<file path="config.mk">
export PLATFORM = sky130hd
export DESIGN_NAME = clock_mode_ctrl
export DESIGN_NICKNAME = d
export VERILOG_FILES = /design/src/rtl/clock_mode_ctrl.sv
export SDC_FILE = /design/constraint.sdc
export NUM_CORES = 1
export LEC_CHECK = 0
export ABC_CLOCK_PERIOD_IN_PS = 2700
export BUFFER_PORTS_ARGS = -buffer_cell sky130_fd_sc_hd__buf_4
export CAP_MARGIN = 40
export CORE_MARGIN = 3
export CORE_UTILIZATION = 60
export DETAILED_ROUTE_END_ITERATION = 8
export PLACE_DENSITY = 0.9
export SLEW_MARGIN = 20
export SYNTH_ARGS = -nofsm -noshare
export SYNTH_HDL_FRONTEND = slang
export SYNTH_SLANG_ARGS = --single-unit
</file>
<file path="constraint.sdc">
create_clock -name clock -period 2.7 [get_ports clock]
set_input_delay 0.27 -clock clock [delete_from_list [all_inputs] [get_ports clock]]
set_output_delay 0.27 -clock clock [all_outputs]
set_load 0.01 [all_outputs]
</file>
<file path="src/rtl/clock_mode_ctrl.sv">
// -----------------------------------------------------------------------------
// clock_mode_ctrl
//
// Purpose: user-interface controller for the hour/minute/second timekeeper.
// Three raw push-buttons are synchronised and debounced. Each press drives a
// mode state machine that starts and stops timekeeping, picks the display
// status code and edits hour/minute in shadow registers. An edited value is
// committed to the time counters with a single-cycle load strobe.
//
// Ports:
//   clock       system clock
//   reset       asynchronous, active-low reset
//   btn_mode    raw mode button (active high, asynchronous)
//   btn_inc     raw increment button (active high, asynchronous)
//   btn_set     raw run/stop/abort button (active high, asynchronous)
//   hour_in     live hour counter value, 0..23
//   minute_in   live minute counter value, 0..59
//   run         timekeeping enable
//   status      display status code (0 time, 2 min edit, 3 hour edit, 6 stop)
//   load_en     one-cycle strobe: counters take hour_out/minute_out
//   hour_out    hour value to load
//   minute_out  minute value to load
//   blank_mask  bit1 blanks hour digits, bit0 blanks minute digits
// -----------------------------------------------------------------------------
module clock_mode_ctrl #(
    parameter int DEBOUNCE_CYCLES = 1024,
    parameter int TIMEOUT_CYCLES  = 2**24,
    parameter int BLINK_BIT       = 14
) (
    input  logic       clock,
    input  logic       reset,
    input  logic       btn_mode,
    input  logic       btn_inc,
    input  logic       btn_set,
    input  logic [4:0] hour_in,
    input  logic [5:0] minute_in,
    output logic       run,
    output logic [2:0] status,
    output logic       load_en,
    output logic [4:0] hour_out,
    output logic [5:0] minute_out,
    output logic [1:0] blank_mask
);

    localparam int DB_W = (DEBOUNCE_CYCLES > 2) ? $clog2(DEBOUNCE_CYCLES) : 1;
    localparam int TO_W = (TIMEOUT_CYCLES  > 2) ? $clog2(TIMEOUT_CYCLES)  : 1;

    localparam logic [DB_W-1:0] DB_LAST = DB_W'(DEBOUNCE_CYCLES - 1);
    localparam logic [TO_W-1:0] TO_LAST = TO_W'(TIMEOUT_CYCLES - 1);

    typedef enum logic [1:0] {
        ST_RUN      = 2'd0,
        ST_STOP     = 2'd1,
        ST_SET_HOUR = 2'd2,
        ST_SET_MIN  = 2'd3
    } state_t;

    // Button index: 0 = inc, 1 = mode, 2 = set
    logic [2:0] btn_raw;
    logic [2:0] evt;

    assign btn_raw = {btn_set, btn_mode, btn_inc};

    // -------------------------------------------------------------------------
    // Per-button synchroniser, debouncer and rising-edge event pulse
    // -------------------------------------------------------------------------
    generate
        for (genvar gi = 0; gi < 3; gi++) begin : g_btn
            logic            sync1_q, sync2_q;
            logic            level_q, level_d;
            logic            evt_q, evt_d;
            logic [DB_W-1:0] cnt_q, cnt_d;

            // The level flips only after DEBOUNCE_CYCLES consecutive
            // mismatching samples; a single matching sample restarts the run.
            always_comb begin
                level_d = level_q;
                cnt_d   = '0;
                if (sync2_q != level_q) begin
                    if (cnt_q == DB_LAST) begin
                        level_d = sync2_q;
                    end else begin
                        cnt_d = cnt_q + 1'b1;
                    end
                end
                evt_d = level_d & ~level_q;
            end

            always_ff @(posedge clock or negedge reset) begin
                if (!reset) begin
                    sync1_q <= 1'b0;
                    sync2_q <= 1'b0;
                    level_q <= 1'b0;
                    cnt_q   <= '0;
                    evt_q   <= 1'b0;
                end else begin
                    sync1_q <= btn_raw[gi];
                    sync2_q <= sync1_q;
                    level_q <= level_d;
                    cnt_q   <= cnt_d;
                    evt_q   <= evt_d;
                end
            end

            assign evt[gi] = evt_q;
        end
    endgenerate

    // Priority set > mode > inc; losers in the same cycle are dropped.
    logic ev_set, ev_mode, ev_inc, ev_any;
    assign ev_set  = evt[2];
    assign ev_mode = evt[1] & ~evt[2];
    assign ev_inc  = evt[0] & ~evt[1] & ~evt[2];
    assign ev_any  = |evt;

    // -------------------------------------------------------------------------
    // State and data registers
    // -------------------------------------------------------------------------
    state_t           state_q, state_d;
    logic [4:0]       sh_hour_q, sh_hour_d;
    logic [5:0]       sh_min_q, sh_min_d;
    logic [TO_W-1:0]  timer_q, timer_d;
    logic [BLINK_BIT:0] blink_q, blink_d;

    logic             run_q, run_d;
    logic [2:0]       status_q, status_d;
    logic             load_q, load_d;
    logic [4:0]       hour_out_q, hour_out_d;
    logic [5:0]       minute_out_q, minute_out_d;
    logic [1:0]       blank_q, blank_d;

    always_ff @(posedge clock or negedge reset) begin
        if (!reset) begin
            state_q      <= ST_RUN;
            sh_hour_q    <= '0;
            sh_min_q     <= '0;
            timer_q      <= '0;
            blink_q      <= '0;
            run_q        <= 1'b1;
            status_q     <= 3'd0;
            load_q       <= 1'b0;
            hour_out_q   <= '0;
            minute_out_q <= '0;
            blank_q      <= '0;
        end else begin
            state_q      <= state_d;
            sh_hour_q    <= sh_hour_d;
            sh_min_q     <= sh_min_d;
            timer_q      <= timer_d;
            blink_q      <= blink_d;
            run_q        <= run_d;
            status_q     <= status_d;
            load_q       <= load_d;
            hour_out_q   <= hour_out_d;
            minute_out_q <= minute_out_d;
            blank_q      <= blank_d;
        end
    end

    // -------------------------------------------------------------------------
    // Next-state and shadow update
    // -------------------------------------------------------------------------
    always_comb begin
        state_d   = state_q;
        sh_hour_d = sh_hour_q;
        sh_min_d  = sh_min_q;
        timer_d   = '0;

        unique case (state_q)
            ST_RUN: begin
                if (ev_set) begin
                    state_d = ST_STOP;
                end else if (ev_mode) begin
                    state_d   = ST_SET_HOUR;
                    sh_hour_d = hour_in;
                    sh_min_d  = minute_in;
                end
            end
            ST_STOP: begin
                if (ev_set) state_d = ST_RUN;
            end
            ST_SET_HOUR: begin
                timer_d = timer_q + 1'b1;
                if (ev_set) begin
                    state_d = ST_RUN;
                end else if (ev_mode) begin
                    state_d = ST_SET_MIN;
                end else if (ev_inc) begin
                    sh_hour_d = (sh_hour_q == 5'd23) ? 5'd0 : sh_hour_q + 5'd1;
                end else if (timer_q == TO_LAST) begin
                    state_d = ST_RUN;
                end
            end
            ST_SET_MIN: begin
                timer_d = timer_q + 1'b1;
                if (ev_set || ev_mode) begin
                    state_d = ST_RUN;
                end else if (ev_inc) begin
                    sh_min_d = (sh_min_q == 6'd59) ? 6'd0 : sh_min_q + 6'd1;
                end else if (timer_q == TO_LAST) begin
                    state_d = ST_RUN;
                end
            end
            default: state_d = ST_RUN;
        endcase

        // Any accepted press restarts the edit timeout, as does entering
        // a SET state from a different state.
        if (ev_any || (state_d != state_q)) timer_d = '0;
    end

    // -------------------------------------------------------------------------
    // Output decode (registered next to the state)
    // -------------------------------------------------------------------------
    always_comb begin
        blink_d      = blink_q + 1'b1;
        run_d        = (state_d == ST_RUN);
        status_d     = 3'd0;
        blank_d      = 2'b00;
        // Commit happens only on a mode press that leaves SET_MIN.
        load_d       = (state_q == ST_SET_MIN) && ev_mode;
        hour_out_d   = load_d ? sh_hour_q : hour_out_q;
        minute_out_d = load_d ? sh_min_q  : minute_out_q;

        unique case (state_d)
            ST_RUN:      status_d = 3'd0;
            ST_STOP:     status_d = 3'd6;
            ST_SET_HOUR: begin
                status_d   = 3'd3;
                blank_d[1] = blink_d[BLINK_BIT];
            end
            ST_SET_MIN: begin
                status_d   = 3'd2;
                blank_d[0] = blink_d[BLINK_BIT];
            end
            default:     status_d = 3'd0;
        endcase
    end

    assign run        = run_q;
    assign status     = status_q;
    assign load_en    = load_q;
    assign hour_out   = hour_out_q;
    assign minute_out = minute_out_q;
    assign blank_mask = blank_q;

endmodule

</file>
---- Yosys cells after proc, flatten, opt, wreduce, memory -nomap -nowiden ----
Cells that the tools add are included.
storage, ports and cells
  register bits after elaboration ......... 112
  input port bits ......................... 16
  output and inout port bits .............. 18
  word-level logic and storage cells ...... 117
cells by class
  add/sub/neg operators ................... 7
  equality and inequality tests ........... 23
  multiplexer cells ....................... 39
  bitwise gates (word level) .............. 11
  reduce and logical (&&, ||, !) cells .... 11
operators with widths
  cell                     number
  $mux W10                 6
  $mux W24                 2
  $add A10 B1 Y10 const B  3
  $eq A10 B10 Y1 const B   3
  $mux W5                  6
  $mux W6                  5
  $add A24 B1 Y24 const B  1
  $eq A24 B24 Y1 const B   1
  $mux W2                  8
  $add A15 B1 Y15 const B  1
  $ne A2 B2 Y1 const B     7
  $pmux W3 S4              1
  $pmux W6 S2              1
  $pmux W5 S2              1
  $eq A2 B2 Y1 const B     4
  $mux W1                  8
  $pmux W2 S4              1
  $add A6 B1 Y6 const B    1
  $and A1 B1 Y1            6
  $eq A6 B6 Y1 const B     1
  $reduce_and A6 Y1        1
  $add A5 B1 Y5 const B    1
  $eq A5 B5 Y1 const B     1
  $not A1 Y1               5
  other kinds (10)         16

---- Depth between registers and ports, before layout ----
Gate-level depths: netlist of the first run.
  word-level depth ........................ 10
  gate-level depth with buffers ........... 6

---- Least setup slack after synthesis of the first run ----
No wires, ideal clock.
  path kind ............................... register -> register
  start point ............................. register timer_q[0]
  end point ............................... register timer_q[2]
  library setup time ...................... 0.121 ns
  data arrival time ....................... 1.796 ns
  data required time ...................... 2.579 ns
  path slack .............................. 0.782 ns
  stages on the path, launching flop included .. 7
  buffers on the path ..................... 1
  clock period less this slack ............ 1.918 ns
  cells stage by stage .................... dfrtp_1 -> ha_1 -> nand2_1 -> or4_4 -> o31ai_2 -> buf_2 -> nor2_1
between the ends
  word-level cells in the longest chain between the ends .. 9
ends and longest elaborated chain
  item                    line      RTL
  start, declared         122       logic [TO_W-1:0] timer_q, timer_d;
  start signal, assigned  149       timer_q <= timer_d;
  $eq A24 B24 Y1          190, 200
  $mux W2                 190, 200
  $mux W2                 198       end else if (ev_inc) begin
  $mux W2                 186       end else if (ev_mode) begin
  $mux W2                 184       if (ev_set) begin
  $pmux W2 S4             169       unique case (state_q)
  $ne A2 B2 Y1            209       if (ev_any || (state_d != state_q)) timer_d = '0;
  $logic_or A1 B1 Y1      209
  $mux W24 *              209
  via timer_d[2]          122
The timed path passes the listed nets; every way through them passes the cells marked *.
A chain may end at the register's enable or synchronous reset.

---- Final worst setup path of the first run ----
  start point ............................. register timer_q[0]
  end point ............................... register timer_q[20]
Same word-level chain as after synthesis.

==> flow_summary.ini, run 1 <==
[outcome]
status = finished clean

[die]
die-height_um = 98.1
core_um2 = 7970
io_pins = 34
die-area_um2 = 9620
die_x_um = 98.1
row_count = 32
start_util_pct = 63.8

[min_path]
min_path_type = input port to register

[placement]
gp_congestion = 0.809
hpwl_um = 6450
portBuffers = 33
placedCellCount = 625

[setup_path]
arrival_ns = 2.41
crit_type = register to register
end_kind = register
critPathLaunchType = register
critPathMaxFanout = 13
required_ns = 2.99

[sta]
tns_ns = 0
rsz0062_at_grt = no
hold_viol = 0
finalSetupViolCount = 0
slew_viol_final = 0
worstMarginPinSlew_ns = 0.662
hold_ws_ns = 0.168
relSlewSlack_pct = 55.9
fin_skew_ns = 0.00738
period_minus_slack_ns = 2.12
period_share_pct = 78.5
max_freq_ghz = 0.472

[layout]
fillers = 546
final_util_pct = 71.5
drive_gt1_share_pct = 11.8
fin_cells = 645
insertedDiodeCount = 0
nets = 561
area_delta_synth_final_pct = 12.1

[synthesis]
synth_cell_types = 50
synth_most_common_cell = dfrtp_1
synth.top_cell.area_share_pct = 54.6
ys.flop_type = dfrtp_1
async_flop_share_pct = 100
synth_nets = 524
synth.cell_area_um2 = 5090
yosysTopAreaCell = dfrtp_1
synth_edf_count = 0
seq_area_frac_synth_pct = 55.1
synth_common_cells = 111 x dfrtp_1, 67 x nand2_1, 55 x nor2_1
synthTopCellsByArea = dfrtp_1 55%, xnor2_1 5.9%, nand2_1 4.9%
postSynthCellCount = 501
yosysWarningCount = 0
avgSynthCellArea_um2 = 10.2
ys_ff_latch = 112

[routing]
firstDrtPassIters = 5
drc = 0
wire_per_inst_um = 14.4
via_per_inst = 5.72
dr_total_vias = 3688
wl_um = 9280
antenna_left = 0
first_iter_violations = 202

[power_and_ir_drop]
ir_drop_mv = 0.458
power.density_nw_per_um2 = 498
leakage_nw = 2.51

[global_routing]
grt_pass1_wl_um = 16100
antenna_found_initial = 0
overflow = 0
grt_max_degree = 62
grt_use_total_pct = 20.4
grt_pass1_vias = 3590

[clock_tree]
cts_hold_buf = 4
post_cts_buffers = 0
cts_buffers = 9
cts_sinks = 112
ctsLongestPathBuffers = 2
ctsResizeCount = 0
clock_tree.root_cell = clkbuf_8
clk_latency_ns = 0.37
cts_tree = built
h-tree-depth = 3
clk_pin_slew_ns = 0.10

[job]
cap_violations = 0
[metal layers]
layer / share of wire, % / global-route usage (%)
met2: 50 / 34.6
met3: 4.4 / 4.57
met5: 0 / 0
met1: 44 / 25.4
met4: 2.2 / 8.31
[cell type report]
class | instances | area, um2 | area share [%]
clock inverters | 3 | 47.5 | 0.834
multi-input cells | 360 | 2170 | 38.0
well taps | 102 | 128 | 2.24
clock buffers | 13 | 169 | 2.96
repair buffers | 41 | 330 | 5.80
flip-flops and latches | 112 | 2800 | 49.2
inverters | 14 | 52.6 | 0.922
[per-stage QoR]
step	power, mW	area [um2]	setup slack [ns]
global route	2.94	5700	0.466
CTS	2.87	5700	0.585
global placement	1.82	5440	0.650
finish	2.84	5700	0.581
floorplan	1.77	5090	0.782
detailed placement	1.83	5440	0.600
[sequential cells by signal (all words and copies together) (netlist names), 2 cells and up]
name,flops
minute_out,6
g_btn.sync1_q,3
g_btn.level_q,3
g_btn.evt_q,2
sh_hour_q,5
g_btn.sync2_q,3
status,3
sh_min_q,6
blink_q,15
timer_q,24
state_q,2
blank_mask,2
hour_out,5
g_btn.cnt_q,30
[cell usage in the layout (no fill, tap or decap), types with 4 or more instances in the layout]
cell type / synthesis / final
nand2_1: 67 / 67
ha_1: 7 / 7
a21oi_1: 18 / 18
nand2b_1: 7 / 7
clkbuf_8: 0 / 12
inv_1: 14 / 14
and4_1: 5 / 5
nand4_1: 8 / 8
nor3_1: 11 / 11
or4_1: 6 / 6
dlygate4sd3_1: 0 / 4
o31ai_1: 7 / 7
dfrtp_1: 111 / 111
and3_1: 6 / 6
xnor2_1: 34 / 34
or3_1: 10 / 10
nor2_1: 55 / 55
xor2_1: 13 / 13
nand3_1: 26 / 26
mux2i_1: 4 / 4
and3b_1: 4 / 4
nor4_1: 6 / 6
o21ai_0: 21 / 21
a22o_1: 7 / 7
buf_4: 0 / 36
[power breakdown]
group	total [mW]	internal [mW]	switching [mW]
Clock	1.04	0.511	0.531
Sequential	1.71	1.69	0.0139
Combinational	0.0929	0.0375	0.0554
[worst max-delay path: stages (launching register included)]
cell and delay (ns):
dfrtp_1 0.42, ha_1 0.22, nand2_1 0.13, or4_4 0.59
or4_1 0.53, a21boi_1 0.15
[final timing paths]
check / start / slack [ns] / cells past startpoint / end
max in group asynchronous: reset / 1.51 / 3 / timer_q[7]
min in group asynchronous: reset / 0.46 / 2 / minute_out[3]
hold reg to reg: g_btn[1].sync1_q / 0.36 / 0 / g_btn[1].sync2_q
setup / recovery: timer_q[0] / 0.58 / 5 / timer_q[20]
setup reg to reg: timer_q[0] / 0.58 / 5 / timer_q[20]
hold / removal: hour_in[4] / 0.17 / 3 / sh_hour_q[4]
[cells by family (layout without fill, tap and decap cells)]
family	after synthesis	in the layout	share of synthesized area [%]
DFF	112	112	55.1
xor gates and xnor gates	47	47	8.09
and+or+nand+nor	228	228	22.5
adders and majority gates	7	7	1.72
buffers and inverters	29	71	2.24
muxes	7	7	1.45
AOI/OAI and AO/OA	71	71	8.91
(Power assumes the default switching activity.)
==> run 2: changes to the inputs <==
ABC_CLOCK_PERIOD_IN_PS = 2100   (was 2700)
clock period = 2.1 ns   (was 2.7 ns; I/O delays follow)
==> run 2 against run 1 <==
Compared with the run above:
- non-clock buffer count increased by 6
- global-route usage fell by 0.17 points
- combinational power grew 28%
- clock skew is 0.0047 ns higher
- worst setup slack got worse by 0.51 ns
- register-to-register slack got worse by 0.51 ns
- sequential power grew 28%
- cell count grew 0.93%
- critical path type unchanged
- largest power group unchanged
- highest routed layer unchanged
==> flow_summary.ini, run 2 (synthesis gave the netlist of run 1 again) <==
[sta]
rsz0062_at_grt = yes
max_freq_ghz = 0.493
hold_viol = 0
period_minus_slack_ns = 2.03
finalSetupViolCount = 0
period_share_pct = 96.5
tns_ns = 0
fin_skew_ns = 0.0120
slew_viol_final = 0
worstMarginPinSlew_ns = 0.558
hold_ws_ns = 0.100
relSlewSlack_pct = 62.2

[setup_path]
cp_slowest_cell = or4_4
end_kind = register
crit_chain = ha_2 -> nand2_1 -> or4_4 -> or4_1 -> a21boi_1
reg2regPathDepth = 5
required_ns = 2.40
crit_type = register to register
arrival_ns = 2.33
critPathLaunchType = register
critPathMaxFanout = 13
critical-path-max-stage-delay_ns = 0.57

[clock_tree]
cts_sinks = 112
clk_pin_slew_ns = 0.10
cts_buffers = 9
h-tree-depth = 3
clk_latency_ns = 0.38
cts_tree = built
clock_tree.root_cell = clkbuf_8
ctsLongestPathBuffers = 2

[power_and_ir_drop]
p_clk_share_pct = 35.5
ir_drop_mv = 0.483
power.density_nw_per_um2 = 625
seq_power_share_pct = 61.2
combPwrFrac_pct = 3.3
intPower_mw = 2.78
total_power_mw = 3.58
p_sw_share_pct = 22.3
power.net_switching_uw = 801
leakage_nw = 2.52

[layout]
final_common_cell = dfrtp_1
regMostFlops = g_btn.cnt_q
nets = 567
insertedDiodeCount = 0
top_regs = g_btn.cnt_q (30), timer_q (24), blink_q (15)
drive_gt1_share_pct = 13.1
layout_common_cells = 111 x dfrtp_1, 67 x nand2_1, 55 x nor2_1
area_delta_synth_final_pct = 12.7
largest_reg_flops = 30
final_util_pct = 71.9

[min_path]
min_path_type = input port to register
hold_path_depth = 3

[placement]
gp_congestion = 0.830
hpwl_um = 6450
portBuffers = 33

[routing]
firstDrtPassIters = 5
wl_um = 9070
dr_total_vias = 3742
wire_per_inst_um = 13.9
antenna_left = 0
via_per_inst = 5.75
drc = 0
first_iter_violations = 156

[die]
die-height_um = 98.1
io_pins = 34
row_count = 32
die-area_um2 = 9620
die_x_um = 98.1
core_um2 = 7970
start_util_pct = 63.8

[global_routing]
grt_pass1_vias = 3572
antenna_found_initial = 0
grt_use_total_pct = 20.2
grt_max_degree = 71
grt_pass1_wl_um = 16000
overflow = 0

[job]
cap_violations = 0

[outcome]
status = finished clean
-- run 2: metal layers --
layer	vias up	part of all wire [%]	track usage, %	wire length [um]
li1	1812	-	-	-
met1	1828	45	27.6	4090
met2	83	48	32.4	4390
met3	19	4.5	4.57	412
met4	0	1.8	6.82	167
met5	-	0	0	0
-- run 2: critical path: cells and delay by family (launching register included) --
kind | cells | cell delay (ns)
AO/OA/AOI/OAI | 1 | 0.16
adder cells (fa/ha/maj) | 1 | 0.22
flip-flops | 1 | 0.41
AND/OR/NAND/NOR | 3 | 1.16
-- run 2: path summary, 6_finish.rpt --
kind                                          to             start  slack (ns)
worst max register to register       timer_q[20]        timer_q[1]        0.07
worst min register to register  g_btn[1].sync2_q  g_btn[1].sync1_q        0.35
min in group asynchronous          minute_out[4]             reset        0.16
worst max-delay path                 timer_q[20]        timer_q[1]        0.07
max in group asynchronous            timer_q[23]             reset        1.27
worst min-delay path                sh_hour_q[0]        hour_in[0]        0.10
-- run 2: power groups by stage --
stage          Combinational (mW)  Sequential [mW]  Clock (mW)
2_1_floorplan              0.0410             2.23           0
3_3_place_gp                0.112             2.23           0
3_5_place_dp                0.117             2.23           0
4_1_cts                     0.124             2.19        1.32
5_1_grt                     0.138             2.20        1.40
6_report                    0.119             2.19        1.27
-- run 2: area by class of cell --
cell class                 count  area, um2
sequential                   112       2800
fill                         539       2240
multi-input combinational    360       2170
timing repair buffer          47        375
clock buffer                  10        128
tap                          102        128
clock inverter                 6       68.8
inverter                      14       52.6
-- run 2: stage by stage --
step	cell area, um2	cells	setup slack, ns
final	5730	651	0.0732
after global routing	5730	651	-0.00250
after CTS	5720	650	0.0266
after detailed placement	5480	630	0.0678
after global placement	5480	630	0.118
after floorplan	5090	501	0.182
-- run 2: repair_timing --
action / CTS / global route
resized for setup: 0 / 2
buffers inserted: 0 / 1
hold endpoints to repair: 114 / 0
endpoints found under the setup margin: 0 / 25
hold buffers: 4 / 0
==> run 3: changes to the inputs <==
BUFFER_PORTS_ARGS = unset   (was -buffer_cell sky130_fd_sc_hd__buf_4)
CTS_CLUSTER_DIAMETER = 30   (was unset)
DONT_BUFFER_PORTS = 1   (was unset)
PLACE_DENSITY = 0.87   (was 0.9)
==> run 3 against run 2 <==
Compared with the run above:
- the run now ends with negative hold slack left
- power grew 3.0%
- global-route usage shrank 0.50 points
- first-iteration DRC count increased by 11%
- die area is the same
- utilization is 2.1 points lower
- maximum frequency shrank 1.2%
- register-to-register slack got worse by 0.02 ns
- sequential share of layout area is 1.4 points higher
- combinational power down 56%
- sequential cell count is the same
- clock skew about the same
- worst setup slack got worse by 0.024 ns
==> flow_summary.ini, run 3 (synthesis gave the netlist of run 1 again) <==
[outcome]
violations = negative hold slack
status = finished, violations left

[sta]
finalSetupViolCount = 0
slew_viol_final = 0
worstMarginPinSlew_ns = 0.560
max_freq_ghz = 0.488
relSlewSlack_pct = 62.4
hold_viol = 112
tns_ns = 0
period_minus_slack_ns = 2.05
period_share_pct = 97.7
hold_ws_ns = -0.482
fin_skew_ns = 0.0123

[clock_tree]
cts_sinks = 112
clock_tree.root_cell = clkbuf_8
h-tree-depth = 3
clk_pin_slew_ns = 0.11
cts_buffers = 9
cts_hold_buf = 4
cts_tree = built
clk_latency_ns = 0.37
ctsLongestPathBuffers = 2

[routing]
wire_per_inst_um = 14.7
drc = 0
via_per_inst = 5.87
wl_um = 9080
dr_total_vias = 3634
firstDrtPassIters = 4
antenna_left = 0
first_iter_violations = 173

[die]
core_um2 = 7970
start_util_pct = 63.8
die_x_um = 98.1
die-area_um2 = 9620
io_pins = 34
die-height_um = 98.1
row_count = 32

[setup_path]
crit_chain = ha_4 -> nand2_1 -> or4_4 -> or4_1 -> a21boi_1
reg2regPathDepth = 5
cp_slowest_cell = or4_4
end_kind = register
crit_type = register to register
critPathMaxFanout = 7
critical-path-max-stage-delay_ns = 0.62
arrival_ns = 2.35
required_ns = 2.40
critPathLaunchType = register

[placement]
portBuffers = 0
placedCellCount = 596
gp_congestion = 0.784
hpwl_um = 6240

[layout]
regArea_um2 = 2800
fillers = 549
fin_cells = 619
final_common_cell = dfrtp_1
top_regs = g_btn.cnt_q (30), timer_q (24), blink_q (15)
layout_common_cells = 111 x dfrtp_1, 67 x nand2_1, 55 x nor2_1
regMostFlops = g_btn.cnt_q
nets = 535
drive_gt1_share_pct = 8.12
largest_reg_flops = 30
insertedDiodeCount = 0
multi_input_area_um2 = 2200
area_delta_synth_final_pct = 9.45

[power_and_ir_drop]
ir_drop_mv = 0.469
leakage_nw = 2.39
power.density_nw_per_um2 = 663

[global_routing]
overflow = 0
antenna_found_initial = 0
grt_max_degree = 113
grt_use_total_pct = 19.7
grt_pass1_vias = 3516
grt_pass1_wl_um = 15800

[min_path]
min_path_type = input port to async pin

[job]
cap_violations = 0
-- run 3: final timing paths --
kind	from	end	slack (ns)
setup / recovery	timer_q[1]	timer_q[20]	0.05
hold / removal	reset	hour_out[1]	-0.48
setup reg to reg	timer_q[1]	timer_q[20]	0.05
hold reg to reg	g_btn[0].sync1_q	g_btn[0].sync2_q	0.36
max in group asynchronous	reset	run	2.36
min in group clock	hour_in[4]	sh_hour_q[4]	0.04
-- run 3: where the power goes --
| part | total [mW] | switching, mW | leakage, nW | internal (mW) |
|---|---|---|---|---|
| sequential | 2.19 | 0.0181 | 1.50 | 2.18 |
| combinational | 0.0525 | 0.0256 | 0.775 | 0.0268 |
| clock | 1.45 | 0.748 | 0.115 | 0.698 |
-- run 3: critical path: cells and delay by family, from the launching register on --
kind	cells	cell delay, ns
flip-flops	1	0.45
AO/OA/AOI/OAI	1	0.15
AND/OR/NAND/NOR	3	1.20
adder cells (fa/ha/maj)	1	0.18
-- run 3: per-layer routing --
| layer | part of all wire (%) | vias to the layer above | GRT usage, % |
|---|---|---|---|
| met4 | 0.99 | 0 | 6.07 |
| met1 | 45 | 1783 | 25.5 |
| met5 | 0 | - | 0 |
| li1 | - | 1766 | - |
| met2 | 50 | 76 | 32.9 |
| met3 | 4.6 | 9 | 5.00 |
-- run 3: metrics by stage --
step | hold slack (ns) | setup slack, ns | total power, mW | util [%] | cell area [um2]
2_1_floorplan | -0.0856 | 0.182 | 2.27 | - | 5090
3_3_place_gp | -0.0834 | 0.149 | 2.28 | 65.6 | 5230
3_5_place_dp | -0.0833 | 0.0452 | 2.28 | 65.6 | 5230
4_1_cts | -0.504 | 0.0236 | 3.73 | 69.0 | 5500
5_1_grt | -0.510 | -0.00932 | 3.83 | 69.9 | 5570
6_report | -0.482 | 0.0488 | 3.69 | 69.9 | 5570
-- run 3: area by class of cell --
| type | count | area share, % |
|---|---|---|
| Clock buffer | 9 | 2.23 |
| Clock inverter | 7 | 2.02 |
| Inverter | 14 | 0.944 |
| Multi-Input combinational cell | 360 | 39.5 |
| Sequential cell | 112 | 50.4 |
| Tap cell | 102 | 2.29 |
| Timing Repair Buffer | 15 | 2.65 |
-- run 3: timing repair --
action,CTS,global route
endpoints found under the hold margin,116,112
buffers inserted,0,3
setup endpoints to repair,0,24
resized for setup,0,5
